[config.mk]
export PLATFORM = sky130hd
export DESIGN_NAME = debounce_single_pulser_flat
export DESIGN_NICKNAME = d
export VERILOG_FILES = /design/src/rtl/debounce_single_pulser_if.sv /design/src/rtl/debounce_single_pulser.sv /design/src/flat_wrapper.sv
export SDC_FILE = /design/constraint.sdc
export NUM_CORES = 1
export LEC_CHECK = 0
export ABC_CLOCK_PERIOD_IN_PS = 1630
export BUFFER_PORTS_ARGS = -buffer_cell sky130_fd_sc_hd__buf_2
export CORE_MARGIN = 1
export CORE_UTILIZATION = 51
export DETAILED_ROUTE_END_ITERATION = 8
export GPL_TIMING_DRIVEN = 0
export HOLD_SLACK_MARGIN = 0.02
export PLACE_DENSITY = 0.83
export SKIP_LAST_GASP = 1
export SLEW_MARGIN = 25
export SYNTH_ARGS = -nofsm -noshare
export SYNTH_HDL_FRONTEND = slang
export SYNTH_SLANG_ARGS = --single-unit
[constraint.sdc]
create_clock -name clock -period 1.63 [get_ports clock]
set_input_delay 0.326 -clock clock [delete_from_list [all_inputs] [get_ports clock]]
set_output_delay 0.326 -clock clock [all_outputs]
set_load 0.005 [all_outputs]
[src/rtl/debounce_single_pulser_if.sv]
// Signal bundle between a push-button debouncer and its consumer.
// The debouncer takes the slave modport; the consumer/stimulus side takes the master modport.
interface debounce_single_pulser_if #(
    parameter int COUNT_W = 8
);
    logic               din;
    logic               level;
    logic               press_pulse;
    logic               release_pulse;
    logic [COUNT_W-1:0] press_count;

    modport slave (
        input  din,
        output level,
        output press_pulse,
        output release_pulse,
        output press_count
    );

    modport master (
        output din,
        input  level,
        input  press_pulse,
        input  release_pulse,
        input  press_count
    );
endinterface

[src/rtl/debounce_single_pulser.sv]
// Push-button debouncer: accepts a level change after STABLE_CYCLES identical samples,
// emits one-cycle press/release pulses and keeps a wrapping press counter.
module debounce_single_pulser #(
    parameter int STABLE_CYCLES = 1000,
    parameter int CNT_W         = 16,
    parameter int COUNT_W       = 8
) (
    input  logic                      clock,
    input  logic                      reset,
    debounce_single_pulser_if.slave   bus
);
    typedef enum logic [1:0] {
        S_LOW      = 2'd0,
        S_RISE_CHK = 2'd1,
        S_HIGH     = 2'd2,
        S_FALL_CHK = 2'd3
    } state_t;

    localparam logic [CNT_W-1:0] CNT_LAST = CNT_W'(STABLE_CYCLES - 1);
    localparam logic [CNT_W-1:0] CNT_ZERO = {CNT_W{1'b0}};
    localparam logic [CNT_W-1:0] CNT_ONE  = {{(CNT_W-1){1'b0}}, 1'b1};

    state_t             state_q, state_d;
    logic [CNT_W-1:0]   cnt_q, cnt_d;
    logic               level_q, level_d;
    logic               press_pulse_q, press_pulse_d;
    logic               release_pulse_q, release_pulse_d;
    logic [COUNT_W-1:0] press_count_q, press_count_d;

    // Next-state and output decode; pulses default low so they can only last one cycle.
    always_comb begin
        state_d         = state_q;
        cnt_d           = cnt_q;
        level_d         = level_q;
        press_pulse_d   = 1'b0;
        release_pulse_d = 1'b0;
        press_count_d   = press_count_q;
        case (state_q)
            S_LOW: begin
                if (bus.din) begin
                    state_d = S_RISE_CHK;
                    cnt_d   = CNT_ONE;
                end else begin
                    cnt_d   = CNT_ZERO;
                end
            end
            S_RISE_CHK: begin
                if (!bus.din) begin
                    state_d = S_LOW;
                    cnt_d   = CNT_ZERO;
                end else if (cnt_q == CNT_LAST) begin
                    state_d       = S_HIGH;
                    cnt_d         = CNT_ZERO;
                    level_d       = 1'b1;
                    press_pulse_d = 1'b1;
                    press_count_d = press_count_q + {{(COUNT_W-1){1'b0}}, 1'b1};
                end else begin
                    cnt_d = cnt_q + CNT_ONE;
                end
            end
            S_HIGH: begin
                if (!bus.din) begin
                    state_d = S_FALL_CHK;
                    cnt_d   = CNT_ONE;
                end else begin
                    cnt_d   = CNT_ZERO;
                end
            end
            S_FALL_CHK: begin
                if (bus.din) begin
                    state_d = S_HIGH;
                    cnt_d   = CNT_ZERO;
                end else if (cnt_q == CNT_LAST) begin
                    state_d         = S_LOW;
                    cnt_d           = CNT_ZERO;
                    level_d         = 1'b0;
                    release_pulse_d = 1'b1;
                end else begin
                    cnt_d = cnt_q + CNT_ONE;
                end
            end
            default: begin
                state_d = S_LOW;
                cnt_d   = CNT_ZERO;
                level_d = 1'b0;
            end
        endcase
    end

    // State and output registers; reset discards any qualification in progress.
    always_ff @(posedge clock) begin
        if (reset) begin
            state_q         <= S_LOW;
            cnt_q           <= CNT_ZERO;
            level_q         <= 1'b0;
            press_pulse_q   <= 1'b0;
            release_pulse_q <= 1'b0;
            press_count_q   <= {COUNT_W{1'b0}};
        end else begin
            state_q         <= state_d;
            cnt_q           <= cnt_d;
            level_q         <= level_d;
            press_pulse_q   <= press_pulse_d;
            release_pulse_q <= release_pulse_d;
            press_count_q   <= press_count_d;
        end
    end

    assign bus.level         = level_q;
    assign bus.press_pulse   = press_pulse_q;
    assign bus.release_pulse = release_pulse_q;
    assign bus.press_count   = press_count_q;
endmodule

[src/flat_wrapper.sv]
// flat-port wrapper written by rule: the top's interface ports become plain ports
module debounce_single_pulser_flat 
#(
    parameter int STABLE_CYCLES = 1000,
    parameter int CNT_W         = 16,
    parameter int COUNT_W       = 8
)
  (clock, reset, bus_din, bus_level, bus_press_pulse, bus_release_pulse, bus_press_count);
  debounce_single_pulser_if #(.COUNT_W(COUNT_W)) bus_i ();
  input  logic clock;
  input  logic reset;
  input wire logic [$bits(bus_i.din)-1:0] bus_din;
  output wire logic [$bits(bus_i.level)-1:0] bus_level;
  output wire logic [$bits(bus_i.press_pulse)-1:0] bus_press_pulse;
  output wire logic [$bits(bus_i.release_pulse)-1:0] bus_release_pulse;
  output wire logic [$bits(bus_i.press_count)-1:0] bus_press_count;
  assign bus_i.din = bus_din;
  assign bus_level = bus_i.level;
  assign bus_press_pulse = bus_i.press_pulse;
  assign bus_release_pulse = bus_i.release_pulse;
  assign bus_press_count = bus_i.press_count;
  debounce_single_pulser #(.STABLE_CYCLES(STABLE_CYCLES), .CNT_W(CNT_W), .COUNT_W(COUNT_W)) u_core (.clock(clock), .reset(reset), .bus(bus_i));
endmodule
==> results.py <==
metrics = {
    "setup_path": {
        "r2r_start": "u_core.state_q[0]",
        "worstPathArrival_ps": 1880,
        "worstReg2RegEnd": "u_core.bus.press_count[5]",
        "critPathMaxFanout": 6,
        "path_class": "reg2reg",
        "cp_cell_sequence": "and3b_1 > nand4_1 > buf_4 > nor3_4 > mux2_4",
        "critPathSlowestCell": "dfxtp_2",
        "r2r_cells": 5,
        "endpoint_kind": "register",
        "max_stage_delay_ps": 420,
        "path_delay_family": "simple AND/OR/NAND/NOR gates",
        "cp_num_buf_inv": 1,
        "rrSetupSlack_ps": -40,
        "start_kind": "register",
        "critical_path_required_ps": 1850,
    },
    "cells_and_area": {
        "syn2layout_area_growth_pct": 36.6,
        "fill_cells": 178,
        "fin_util_pct": 75.5,
        "fin_nets": 202,
        "diodes": 0,
        "layout_commonest_cell": "nor2_1",
        "drive_gt1_share_pct": 43.4,
        "seq_area_um2": 612,
        "mostFrequentLayoutCells": "nor2_1 (21), buf_4 (16), dfxtp_1 (16), buf_2 (13), nand3_1 (10)",
        "stdcell_count": 228,
        "multi_input_area_um2": 960,
    },
    "sta": {
        "setup_viol": 6,
        "fin_ws_ps": -38.0,
        "fin_crit_sh_pct": 102,
        "final_hold_viol_count": 0,
        "final_max_slew_viol_count": 0,
        "maxSlewHeadroom_pct": 68.3,
        "skew_ps": 3.92,
        "rsz0062_at_grt": "true",
        "worst_pin_slew_ps": 476,
        "finalSetupTns_ps": -89.3,
        "max_freq_ghz": 0.600,
        "fin_crit_ps": 1670,
    },
    "synth": {
        "synth_top_family_by_area": "simple AND/OR/NAND/NOR gates",
        "synth.distinct_cells": 38,
        "muxShareOfSynthArea_pct": 4.00,
        "synth_adder_area_share_pct": 1.78,
        "yosys.area_share.simple_pct": 33.0,
        "yosys.area_share.xor_xnor_pct": 6.85,
        "seq_area_frac_synth_pct": 41.3,
        "ys_seq_elements": 29,
        "synth_edf_count": 0,
        "synth_ff_type": "dfxtp_1",
        "syn_inst": 161,
        "syn_avg_cell_area_um2": 8.74,
        "synth_compound_area_share_pct": 9.07,
        "netlist_area_um2": 1410,
        "synth_warnings": 0,
        "synthArstFlopShare_pct": 0,
        "syn-num-nets": 166,
    },
    "die": {
        "die_h_um": 54.5,
        "fp.dieW_um": 54.5,
        "dieArea_um2": 2970,
        "rows": 18,
        "coreArea_um2": 2540,
        "io_pins": 14,
        "initial_utilization_pct": 55.3,
    },
    "drt": {
        "drc": 0,
        "drtPass1Iterations": 4,
        "drt_iter0_drc": 19,
        "ant_nets": 0,
        "post_drt_wl_per_cell_um": 15.7,
        "wl_mm": 3.58,
        "vias_per_cell": 5.94,
        "route.vias.total": 1354,
    },
    "power": {
        "pwr-share-seq_pct": 60.3,
        "sw_frac_of_total_pct": 24.5,
        "peakVddDrop_v": 0.000669,
        "power.total_uw": 1180,
        "p_leak_uw": 0.000751,
        "combPwrFrac_pct": 4.7,
        "power_density_nw_per_um2": 616,
        "p_sw_uw": 289,
        "pwr-share-clk_pct": 35.0,
        "internal_power_uw": 894,
    },
    "grt": {
        "grt_pass1_vias": 1146,
        "overflow": 0,
        "grt_pass1_wl_mm": 4.85,
        "grt_max_degree": 11,
        "antenna_found_initial": 0,
        "gr-usage-all-layers_pct": 23.3,
    },
    "place": {
        "io_buffers": 13,
        "dpl.cell_count": 204,
        "place_ws_ps": -246,
        "dp_hpwl_mm": 2.08,
        "gp_congestion": 0.757,
    },
    "status": {
        "status": "complete, but fails checks",
        "violations": "setup timing",
    },
    "run": {
        "drv_cap": 0,
    },
    "clock_network": {
        "clkLatencyLatePin_ps": 320,
        "cts_buffers": 5,
        "cts_max_path_buffers": 2,
        "cts.sinks": 29,
        "root_buffer": "clkbuf_4",
        "ctsHoldBuffers": 0,
        "cts_tree": "yes",
        "cts.clk_slew.worst_paths_ps": 90,
        "htree_levels": 2,
    },
    "min_path": {
        "min_path_type": "in2reg",
        "hold_path_depth": 3,
        "min_from": "bus_din",
    },
}
-- final cells by class --
class                           count  share of cell area, %
Inverter                            6                   1.17
Buffer                              5                   1.95
Multi-Input combinational cell    120                   50.0
Clock buffer                        6                   2.15
Clock inverter                      2                  0.521
Sequential cell                    29                   31.9
Timing Repair Buffer               30                   10.4
Tap cell                           30                   1.95
-- how the worst max path moves through the flow --
| stage | from | slack [ps] | to | depth (start not counted) |
|---|---|---|---|---|
| after global routing | u_core.state_q[0] | -130 | u_core.bus.press_count[3] | 5 |
| final | u_core.state_q[0] | -40 | u_core.bus.press_count[5] | 5 |
| after detailed placement | u_core.cnt_q[0] | -250 | u_core.cnt_q[9] | 7 |
| after floorplan | u_core.cnt_q[0] | -30 | u_core.bus.press_count[7] | 6 |
| after global placement | u_core.cnt_q[0] | -230 | u_core.bus.press_count[7] | 6 |
| after CTS | u_core.cnt_q[1] | -40 | u_core.bus.press_count[7] | 6 |
-- cell families (layout without fill, tap and decap cells) --
group	after synthesis	in the layout
xor+xnor	11	11
fa+ha+maj	2	2
compound gates	21	21
simple gates	81	81
buf+inv	12	49
mux	5	5
flops	29	29
-- per-stage QoR --
| stage | hold slack (ps) | instance area (um2) |
|---|---|---|
| 3_3_place_gp | 481 | 1520 |
| 5_1_grt | 326 | 1920 |
| 2_1_floorplan | 460 | 1410 |
| 6_report | 325 | 1920 |
| 3_5_place_dp | 507 | 1520 |
| 4_1_cts | 316 | 1760 |
-- routing by layer --
metal	track usage (%)	wire length, um	up-vias
met5	0	0	-
met4	10.7	70	0
met3	6.39	153	10
met2	42.5	1960	58
met1	24.6	1400	643
li1	-	-	643
-- power by group through the flow --
stage | logic [uW] | registers (uW) | clock network [uW]
floorplan | 25.6 | 737 | 0
global placement | 39.1 | 737 | 0
detailed placement | 41.0 | 738 | 0
CTS | 45.9 | 717 | 414
global route | 62.0 | 714 | 459
finish | 55.8 | 713 | 414
-- Yosys cell counts (all sizes together), types with 3 or more instances --
library cell	n	area [um2]
buf	4	26.3
nand2	7	26.3
xor2	7	61.3
nor3	4	20.0
nand4	5	31.3
nor4	5	46.3
and3	4	26.3
a21oi	9	45.0
xnor2	4	35.0
or4	3	22.5
nor2	22	82.6
or3	5	36.3
dfxtp	29	581
o21ai	6	30.0
nand3	13	65.1
inv	6	22.5
nor2b	4	25.0
mux2	5	56.3
-- repair_timing --
item	4_1_cts	5_1_grt
gates cloned	0	0
pin swaps	7	20
gates resized for setup	28	35
buffers inserted	10	7
hold endpoints to repair	0	0
endpoints found under the setup margin	21	23
-- worst reg2reg max path, cell delays in order (launching register included) --
cell,delay [ps]
dfxtp_2,420
and3b_1,290
nand4_1,160
buf_4,190
nor3_4,190
mux2_4,310
-- state kept, by name (all words and copies together) (netlist names), named ones only --
signal / count
u_core.bus.press_pulse: 1
u_core.bus.press_count: 8
u_core.bus.release_pulse: 1
u_core.cnt_q: 16
u_core.bus.level: 1
u_core.state_q: 1
Power figures use the tool's default switching activity.
